$ cat src/rtl/alarm_pkg.sv
// -----------------------------------------------------------------------------
// alarm_pkg
// Shared definitions for the alarm code scheduler: emergency code numbers,
// RGB indicator patterns, the scheduler FSM states and two small helpers
// (code-to-colour map and the rotating pending-code search).
// -----------------------------------------------------------------------------
package alarm_pkg;

    // Emergency code numbers; also the bit index into req/ack/pend.
    localparam logic [1:0] CODE_RED    = 2'd0;
    localparam logic [1:0] CODE_BLUE   = 2'd1;
    localparam logic [1:0] CODE_PINK   = 2'd2;
    localparam logic [1:0] CODE_YELLOW = 2'd3;

    // Indicator patterns as {r, g, b}.
    localparam logic [2:0] RGB_RED    = 3'b100;
    localparam logic [2:0] RGB_BLUE   = 3'b001;
    localparam logic [2:0] RGB_PINK   = 3'b101;
    localparam logic [2:0] RGB_YELLOW = 3'b110;
    localparam logic [2:0] RGB_OFF    = 3'b000;

    typedef enum logic [1:0] {
        IDLE,
        START,
        WAIT_DONE,
        GAP
    } sched_state_e;

    function automatic logic [2:0] code_to_rgb(input logic [1:0] code);
        logic [2:0] rgb;
        case (code)
            CODE_RED:    rgb = RGB_RED;
            CODE_BLUE:   rgb = RGB_BLUE;
            CODE_PINK:   rgb = RGB_PINK;
            default:     rgb = RGB_YELLOW;
        endcase
        return rgb;
    endfunction

    // Returns the first pending code found when scanning upward (mod 4) from
    // 'first'. Scanning from CODE_RED gives plain fixed priority. The result
    // is meaningless when pend is all zero; callers only use it otherwise.
    function automatic logic [1:0] pick_code(input logic [3:0] pend,
                                             input logic [1:0] first);
        logic [1:0] pick;
        logic [1:0] idx;
        pick = first;
        // Walk from the farthest offset to the nearest so the nearest
        // pending code is the last one written and therefore wins.
        for (int k = 3; k >= 0; k--) begin
            idx = first + 2'(k);
            if (pend[idx]) begin
                pick = idx;
            end
        end
        return pick;
    endfunction

endpackage

$ cat src/rtl/alarm_req_sync.sv
// -----------------------------------------------------------------------------
// alarm_req_sync
// Multi-flop synchronizer for the raw, asynchronous code switches.
//
// Ports:
//   clk      in   system clock
//   reset_n  in   asynchronous active-low reset
//   d_in     in   [WIDTH-1:0] asynchronous input bits
//   d_out    out  [WIDTH-1:0] input bits after STAGES flops in clk domain
// -----------------------------------------------------------------------------
module alarm_req_sync #(
    parameter int WIDTH  = 4,
    parameter int STAGES = 2
) (
    input  logic             clk,
    input  logic             reset_n,
    input  logic [WIDTH-1:0] d_in,
    output logic [WIDTH-1:0] d_out
);

    logic [STAGES-1:0][WIDTH-1:0] sync_q;
    logic [STAGES-1:0][WIDTH-1:0] sync_d;

    always_comb begin
        sync_d[0] = d_in;
        for (int s = 1; s < STAGES; s++) begin
            sync_d[s] = sync_q[s-1];
        end
    end

    // NOTE: every stage of the chain is reset so that a switch held high
    // through reset is re-detected with the full, predictable latency.
    always_ff @(posedge clk or negedge reset_n) begin
        if (!reset_n) begin
            sync_q <= '0;
        end else begin
            // NOTE: non-blocking assignment so all stages shift together on
            // the same edge instead of the input racing through the chain.
            sync_q <= sync_d;
        end
    end

    assign d_out = sync_q[STAGES-1];

endmodule

$ cat src/rtl/alarm_code_scheduler.sv
// -----------------------------------------------------------------------------
// alarm_code_scheduler
// Latches emergency code requests until acknowledged, picks one code at a
// time, starts its announcement on the text reader, waits for completion (or
// a timeout), holds a repeat gap and then arbitrates again.
//
// Build option: define ALARM_SCHED_RR_EN for round-robin arbitration
// (search starts one past the last granted code). Without it, the lowest
// pending code index always wins (RED highest).
//
// Ports:
//   clk          in   system clock
//   reset_n      in   asynchronous active-low reset
//   req          in   [3:0] raw code switches, bit i = code i (asynchronous)
//   ack          in   [3:0] per-code acknowledge pulses (clk domain)
//   msg_done     in   single-cycle end-of-message pulse from text reader
//   msg_start    out  single-cycle start pulse to text reader
//   msg_sel      out  [1:0] granted code, mux select
//   grant_valid  out  high while a code owns the datapath
//   rgb          out  [2:0] indicator colour of the granted code
//   pend         out  [3:0] latched pending codes
//   timeout_err  out  single-cycle pulse when msg_done never arrived
// -----------------------------------------------------------------------------
module alarm_code_scheduler
    import alarm_pkg::*;
#(
    parameter int GAP_CYCLES     = 100000000,
    parameter int TIMEOUT_CYCLES = 50000000,
    parameter int SYNC_STAGES    = 2
) (
    input  logic       clk,
    input  logic       reset_n,
    input  logic [3:0] req,
    input  logic [3:0] ack,
    input  logic       msg_done,
    output logic       msg_start,
    output logic [1:0] msg_sel,
    output logic       grant_valid,
    output logic [2:0] rgb,
    output logic [3:0] pend,
    output logic       timeout_err
);

    // One counter serves both the message timeout and the repeat gap.
    localparam int CNT_MAX = (GAP_CYCLES > TIMEOUT_CYCLES) ? GAP_CYCLES : TIMEOUT_CYCLES;
    localparam int CNT_W   = $clog2(CNT_MAX + 1);

    localparam logic [CNT_W-1:0] GAP_LOAD     = CNT_W'(GAP_CYCLES - 1);
    localparam logic [CNT_W-1:0] TIMEOUT_LOAD = CNT_W'(TIMEOUT_CYCLES - 1);
    localparam logic [CNT_W-1:0] CNT_ONE      = CNT_W'(1);

    logic [3:0]       req_s;
    logic [3:0]       pend_q, pend_d;
    sched_state_e     state_q, state_d;
    logic [CNT_W-1:0] cnt_q, cnt_d;
    logic [1:0]       sel_q, sel_d;
    logic [1:0]       search_first;
    logic [1:0]       winner;

    alarm_req_sync #(
        .WIDTH  (4),
        .STAGES (SYNC_STAGES)
    ) u_req_sync (
        .clk     (clk),
        .reset_n (reset_n),
        .d_in    (req),
        .d_out   (req_s)
    );

    // Set wins: an ack only clears a code whose switch has been released.
    always_comb begin
        pend_d = (pend_q | req_s) & ~(ack & ~req_s);
    end

`ifdef ALARM_SCHED_RR_EN
    logic [1:0] rr_ptr_q, rr_ptr_d;

    assign search_first = rr_ptr_q + 2'd1;

    always_comb begin
        rr_ptr_d = rr_ptr_q;
        if (state_q == IDLE && pend_q != 4'b0000) begin
            rr_ptr_d = winner;
        end
    end

    always_ff @(posedge clk or negedge reset_n) begin
        if (!reset_n) begin
            rr_ptr_q <= CODE_YELLOW;
        end else begin
            rr_ptr_q <= rr_ptr_d;
        end
    end
`else
    assign search_first = CODE_RED;
`endif

    assign winner = pick_code(pend_q, search_first);

    always_comb begin
        // NOTE: every signal written below gets a default first, so no path
        // through the case leaves one unassigned and no latch is inferred.
        state_d     = state_q;
        cnt_d       = cnt_q;
        sel_d       = sel_q;
        msg_start   = 1'b0;
        timeout_err = 1'b0;

        case (state_q)
            IDLE: begin
                if (pend_q != 4'b0000) begin
                    sel_d   = winner;
                    state_d = START;
                end
            end

            START: begin
                msg_start = 1'b1;
                cnt_d     = TIMEOUT_LOAD;
                state_d   = WAIT_DONE;
            end

            WAIT_DONE: begin
                // msg_done is checked first so it beats a same-cycle timeout.
                if (msg_done) begin
                    cnt_d   = GAP_LOAD;
                    state_d = GAP;
                end else if (cnt_q == '0) begin
                    timeout_err = 1'b1;
                    cnt_d       = GAP_LOAD;
                    state_d     = GAP;
                end else begin
                    cnt_d = cnt_q - CNT_ONE;
                end
            end

            GAP: begin
                if (cnt_q == '0) begin
                    state_d = IDLE;
                end else begin
                    cnt_d = cnt_q - CNT_ONE;
                end
            end

            default: begin
                state_d = IDLE;
            end
        endcase
    end

    always_ff @(posedge clk or negedge reset_n) begin
        if (!reset_n) begin
            state_q <= IDLE;
            cnt_q   <= '0;
            sel_q   <= CODE_RED;
            pend_q  <= 4'b0000;
        end else begin
            state_q <= state_d;
            cnt_q   <= cnt_d;
            sel_q   <= sel_d;
            pend_q  <= pend_d;
        end
    end

    // sel_q is only loaded on IDLE->START, so the select is stable for the
    // whole START..GAP window.
    assign grant_valid = (state_q != IDLE);
    assign msg_sel     = sel_q;
    assign rgb         = grant_valid ? code_to_rgb(sel_q) : RGB_OFF;
    assign pend        = pend_q;

endmodule
$ cat config.mk
export PLATFORM = sky130hd
export DESIGN_NAME = alarm_code_scheduler
export DESIGN_NICKNAME = d
export VERILOG_FILES = /design/src/rtl/alarm_pkg.sv /design/src/rtl/alarm_req_sync.sv /design/src/rtl/alarm_code_scheduler.sv
export SDC_FILE = /design/constraint.sdc
export NUM_CORES = 1
export LEC_CHECK = 0
export CAP_MARGIN = 5
export CORE_MARGIN = 4
export CORE_UTILIZATION = 40
export DETAILED_ROUTE_END_ITERATION = 8
export HOLD_SLACK_MARGIN = 0.08
export PLACE_DENSITY = 0.68
export REMOVE_ABC_BUFFERS = 1
export SLEW_MARGIN = 20
export SYNTH_ARGS = -nofsm -noshare
export SYNTH_HDL_FRONTEND = slang
export SYNTH_SLANG_ARGS = --single-unit
$ cat constraint.sdc
create_clock -name clk -period 3 [get_ports clk]
set_input_delay 0.75 -clock clk [delete_from_list [all_inputs] [get_ports clk]]
set_output_delay 0.75 -clock clk [all_outputs]
set_load 0.02 [all_outputs]
==> metrics.md <==
| Metric | Value |
|---|---|
| CP required | `2.25 ns` |
| Via count | `2,196` |
| Sum Neg Setup Slack | `0 ns` |
| Worst r2r src | `cnt_q[14]` |
| Initial antenna violation count | `0` |
| Max Cap Viol | `0` |
| RSZ-0062 raised after global routing | `no` |
| P_leak | `0.00114 uW` |
| Synth Instances | `247` |
| Slew @ Worst Pin | `0.954 ns` |
| Synthesized area per cell | `9.64 um2` |
| Post-CTS setup buffer count | `0` |
| Pin count of the biggest net entering global routing | `44` |
| Clock Path Buffers | `2` |
| Drt initial violations | `185` |
| CP max FO | `2` |
| Final #Nets | `308` |
| Rel. slew slack | `36.4%` |
| Dominant synthesized flop cell | `dfrtp_1` |
| CTS Root Cell | `clkbuf_8` |
| Initial Util | `42.2%` |
| Synth warn | `0` |
| Final ANT Viol Nets | `0` |
| Grt ovf | `0` |
| Vias per cell | `6.05` |
| Hold EP | `u_req_sync.d_out[2]` |
| Boundary pin count | `23` |
| Final setup violation count | `0` |
| Crit end category | `output pin` |
| Hold crit path type | `reg -> reg` |
| VDD IR-drop max | `0.565 mV` |
| Fraction of layout cells with a size suffix above 1 | `17.2%` |
| Clk slew on worst S/H paths | `0.09 ns` |
| GR peak layer | `met2` |
| GRT met1 Usage | `23.0%` |
| FFs w/ async S/R, synth | `100%` |
| CTS buffer count | `5` |
| #FFs+latches synth | `43` |
| Core area | `5640 um2` |
| Area Growth Syn to Fin | `22.2%` |
| Post-synth EDFFs | `0` |
| Clk_lat worst skew | `0.30 ns` |
| Die Y | `85.2 um` |
| Worst setup SP type | `flop` |
| TritonCTS clock tree | `built` |
| Worst Path Arrival | `2.12 ns` |
| Synth Cell Area | `2380 um2` |
| Hold_sp | `u_req_sync.sync_d[6]` |
| Die Span X | `85.2 um` |
| H-tree depth | `2` |
| Fin crit share | `95.8%` |
| Hold Path Stages | `0` |
| Full die area | `7250 um2` |
| CP cell instances | `or4_4 -> or3_1 -> nor4_1 -> clkbuf_2` |
| Worst hold slack | `0.354 ns` |
| DR WL/cell | `15.9 um` |
| Minimum clock period after layout | `2.87 ns` |
| GR Layer Usage met2 | `25.8%` |
| DRT Pass-1 Iters | `6` |
| Antenna cells | `0` |
| Drt total wl | `5780 um` |
| Overall global routing resource usage | `16.9%` |
| Fin. Hold Viols | `0` |
| CTS sink count | `43` |
| Worst R2R End | `cnt_q[5]` |
| Fin. max-slew vios | `0` |
| Register area share after synthesis | `45.2%` |
| Place WS | `0.0355 ns` |
| Synth cell types | `58` |
| Post-DP HPWL | `4220 um` |
| Pwr per Cell Area | `926 nW/um2` |
| Result of the run | `finished clean` |
| Vias in the first global route | `2,061` |
| Fmax achieved | `0.348 GHz` |
| Flop2flop setup slack | `0.43 ns` |
| Buffers added on ports | `22` |
| CTS Hold Bufs | `0` |
| Max stage delay on crit path | `0.54 ns` |
| Reg2Reg Depth | `7` |
| Met3 Usage GRT | `3.30%` |
| Largest delay contributor family on the critical path | `simple AND/OR/NAND/NOR gates` |
| GP Congestion | `0.935` |
| Slowest cell on crit path | `or4_4` |
| Critical path class | `reg -> out` |
| First-pass GRT wire length | `9830 um` |
| CP bufs+invs | `1` |
| Rows | `27` |
| Final WS setup | `0.127 ns` |
| Max Clock Skew | `0.00624 ns` |
| Post-route DRC | `0` |
==> routing by layer <==
metal | share of wire, % | wire (um)
met3 | 8.1 | 469
met5 | 0 | 0
met2 | 46 | 2640
met4 | 1.9 | 111
met1 | 44 | 2560
==> cells in the mapped netlist, types with 2 or more instances <==
| cell type | n | area [um2] |
|---|---|---|
| buf_6 | 4 | 45.0 |
| nor3_1 | 5 | 25.0 |
| inv_1 | 13 | 48.8 |
| o221ai_1 | 2 | 17.5 |
| buf_2 | 3 | 15.0 |
| o21ai_1 | 13 | 65.1 |
| nor2b_1 | 3 | 18.8 |
| nand2_1 | 12 | 45.0 |
| a21oi_1 | 9 | 45.0 |
| dfrtp_1 | 43 | 1080 |
| a21o_1 | 3 | 22.5 |
| o21ai_0 | 6 | 30.0 |
| nand2b_1 | 2 | 12.5 |
| ha_1 | 7 | 87.6 |
| o21bai_1 | 2 | 15.0 |
| nand4_1 | 2 | 12.5 |
| or3_1 | 6 | 37.5 |
| a211oi_1 | 2 | 15.0 |
| nand3_1 | 12 | 60.1 |
| or2_2 | 3 | 18.8 |
| nor4_1 | 6 | 37.5 |
| and4_1 | 3 | 26.3 |
| o211ai_1 | 3 | 22.5 |
| nor2_1 | 22 | 82.6 |
| clkbuf_1 | 4 | 15.0 |
| o41ai_1 | 2 | 17.5 |
| or4_4 | 2 | 22.5 |
| o31ai_1 | 6 | 45.0 |
| a31oi_1 | 11 | 68.8 |
| or4_1 | 7 | 52.6 |
| a22oi_1 | 2 | 15.0 |
==> registers in the layout (all words and copies together) (netlist names) <==
| signal | count |
|---|---|
| cnt_q | 27 |
| pend | 4 |
| u_req_sync.d_out | 4 |
| u_req_sync.sync_d | 4 |
| msg_sel | 2 |
| state_q | 2 |
==> worst max path at each step <==
| stage | cells after the start | endpoint | slack [ns] | from |
|---|---|---|---|---|
| 3_3_place_gp | 4 | timeout_err | 0.08 | cnt_q[19] |
| 6_report | 4 | timeout_err | 0.13 | cnt_q[19] |
| 2_1_floorplan | 3 | timeout_err | 0.12 | cnt_q[19] |
| 3_5_place_dp | 4 | timeout_err | 0.04 | cnt_q[19] |
| 5_1_grt | 4 | timeout_err | 0.06 | cnt_q[19] |
| 4_1_cts | 4 | timeout_err | 0.006 | cnt_q[19] |
==> where the power goes <==
| group | internal, uW | total, uW | switching, uW |
|---|---|---|---|
| clock | 252 | 471 | 218 |
| sequential | 697 | 787 | 90.2 |
| combinational | 576 | 1440 | 863 |
| total | 1530 | 2700 | 1170 |
==> cell families (layout without fill, tap and decap cells) <==
| group | Yosys count | count (layout) | share of synthesized area (%) |
|---|---|---|---|
| buf+inv | 24 | 68 | 5.20 |
| flops | 43 | 43 | 45.2 |
| simple gates | 95 | 95 | 23.2 |
| fa+ha+maj | 7 | 7 | 3.68 |
| xor+xnor | 1 | 1 | 0.368 |
| compound gates | 75 | 75 | 21.4 |
| mux | 2 | 2 | 0.893 |
==> area by class of cell <==
class / instances / area, um2
fill: 510 / 2730
clock buffer: 5 / 68.8
sequential: 43 / 1080
clock inverter: 3 / 47.5
timing repair buffer: 47 / 398
multi-input combinational: 180 / 1180
tap: 72 / 90.1
inverter: 13 / 48.8
==> worst register-to-register path, stage by stage, from the launching register on <==
cell and delay (ns):
dfrtp_1 0.40, or4_1 0.57, buf_4 0.19, or4_4 0.49, o21ai_2 0.33, buf_4 0.26
or3_1 0.12, nand3_1 0.07
==> placed cells by master (no fill, tap or decap), types with 5 or more instances in the layout <==
cell type        Yosys  routed
clkbuf_8             0       5
a21oi_1              9       9
dfrtp_1             43      43
nand2_1             12      12
nor2_1              22      22
nand3_1             12      12
or4_1                7       7
clkdlybuf4s50_1      0      20
o21ai_0              6       6
buf_4                0      25
nor4_1               6       6
a31oi_1             11      11
or3_1                6       6
inv_1               13      13
ha_1                 7       7
nor3_1               5       5
o31ai_1              6       6
o21ai_1             13      13
==> per-stage QoR <==
| stage | instance area, um2 | utilization [%] | instances | power, uW |
|---|---|---|---|---|
| 3_5_place_dp | 2800 | 49.6 | 355 | 2230 |
| 4_1_cts | 2910 | 51.7 | 363 | 2700 |
| 6_report | 2910 | 51.6 | 363 | 2700 |
| 2_1_floorplan | 2310 | - | 236 | 1650 |
| 5_1_grt | 2910 | 51.6 | 363 | 2890 |
| 3_3_place_gp | 2800 | 49.6 | 355 | 2220 |
==> what timing repair did <==
action | 4_1_cts | 5_1_grt
gates cloned | 0 | 0
resized for setup | 3 | 1
endpoints found under the setup margin | 1 | 1
Note: power is estimated with default switching activity, not from simulation.
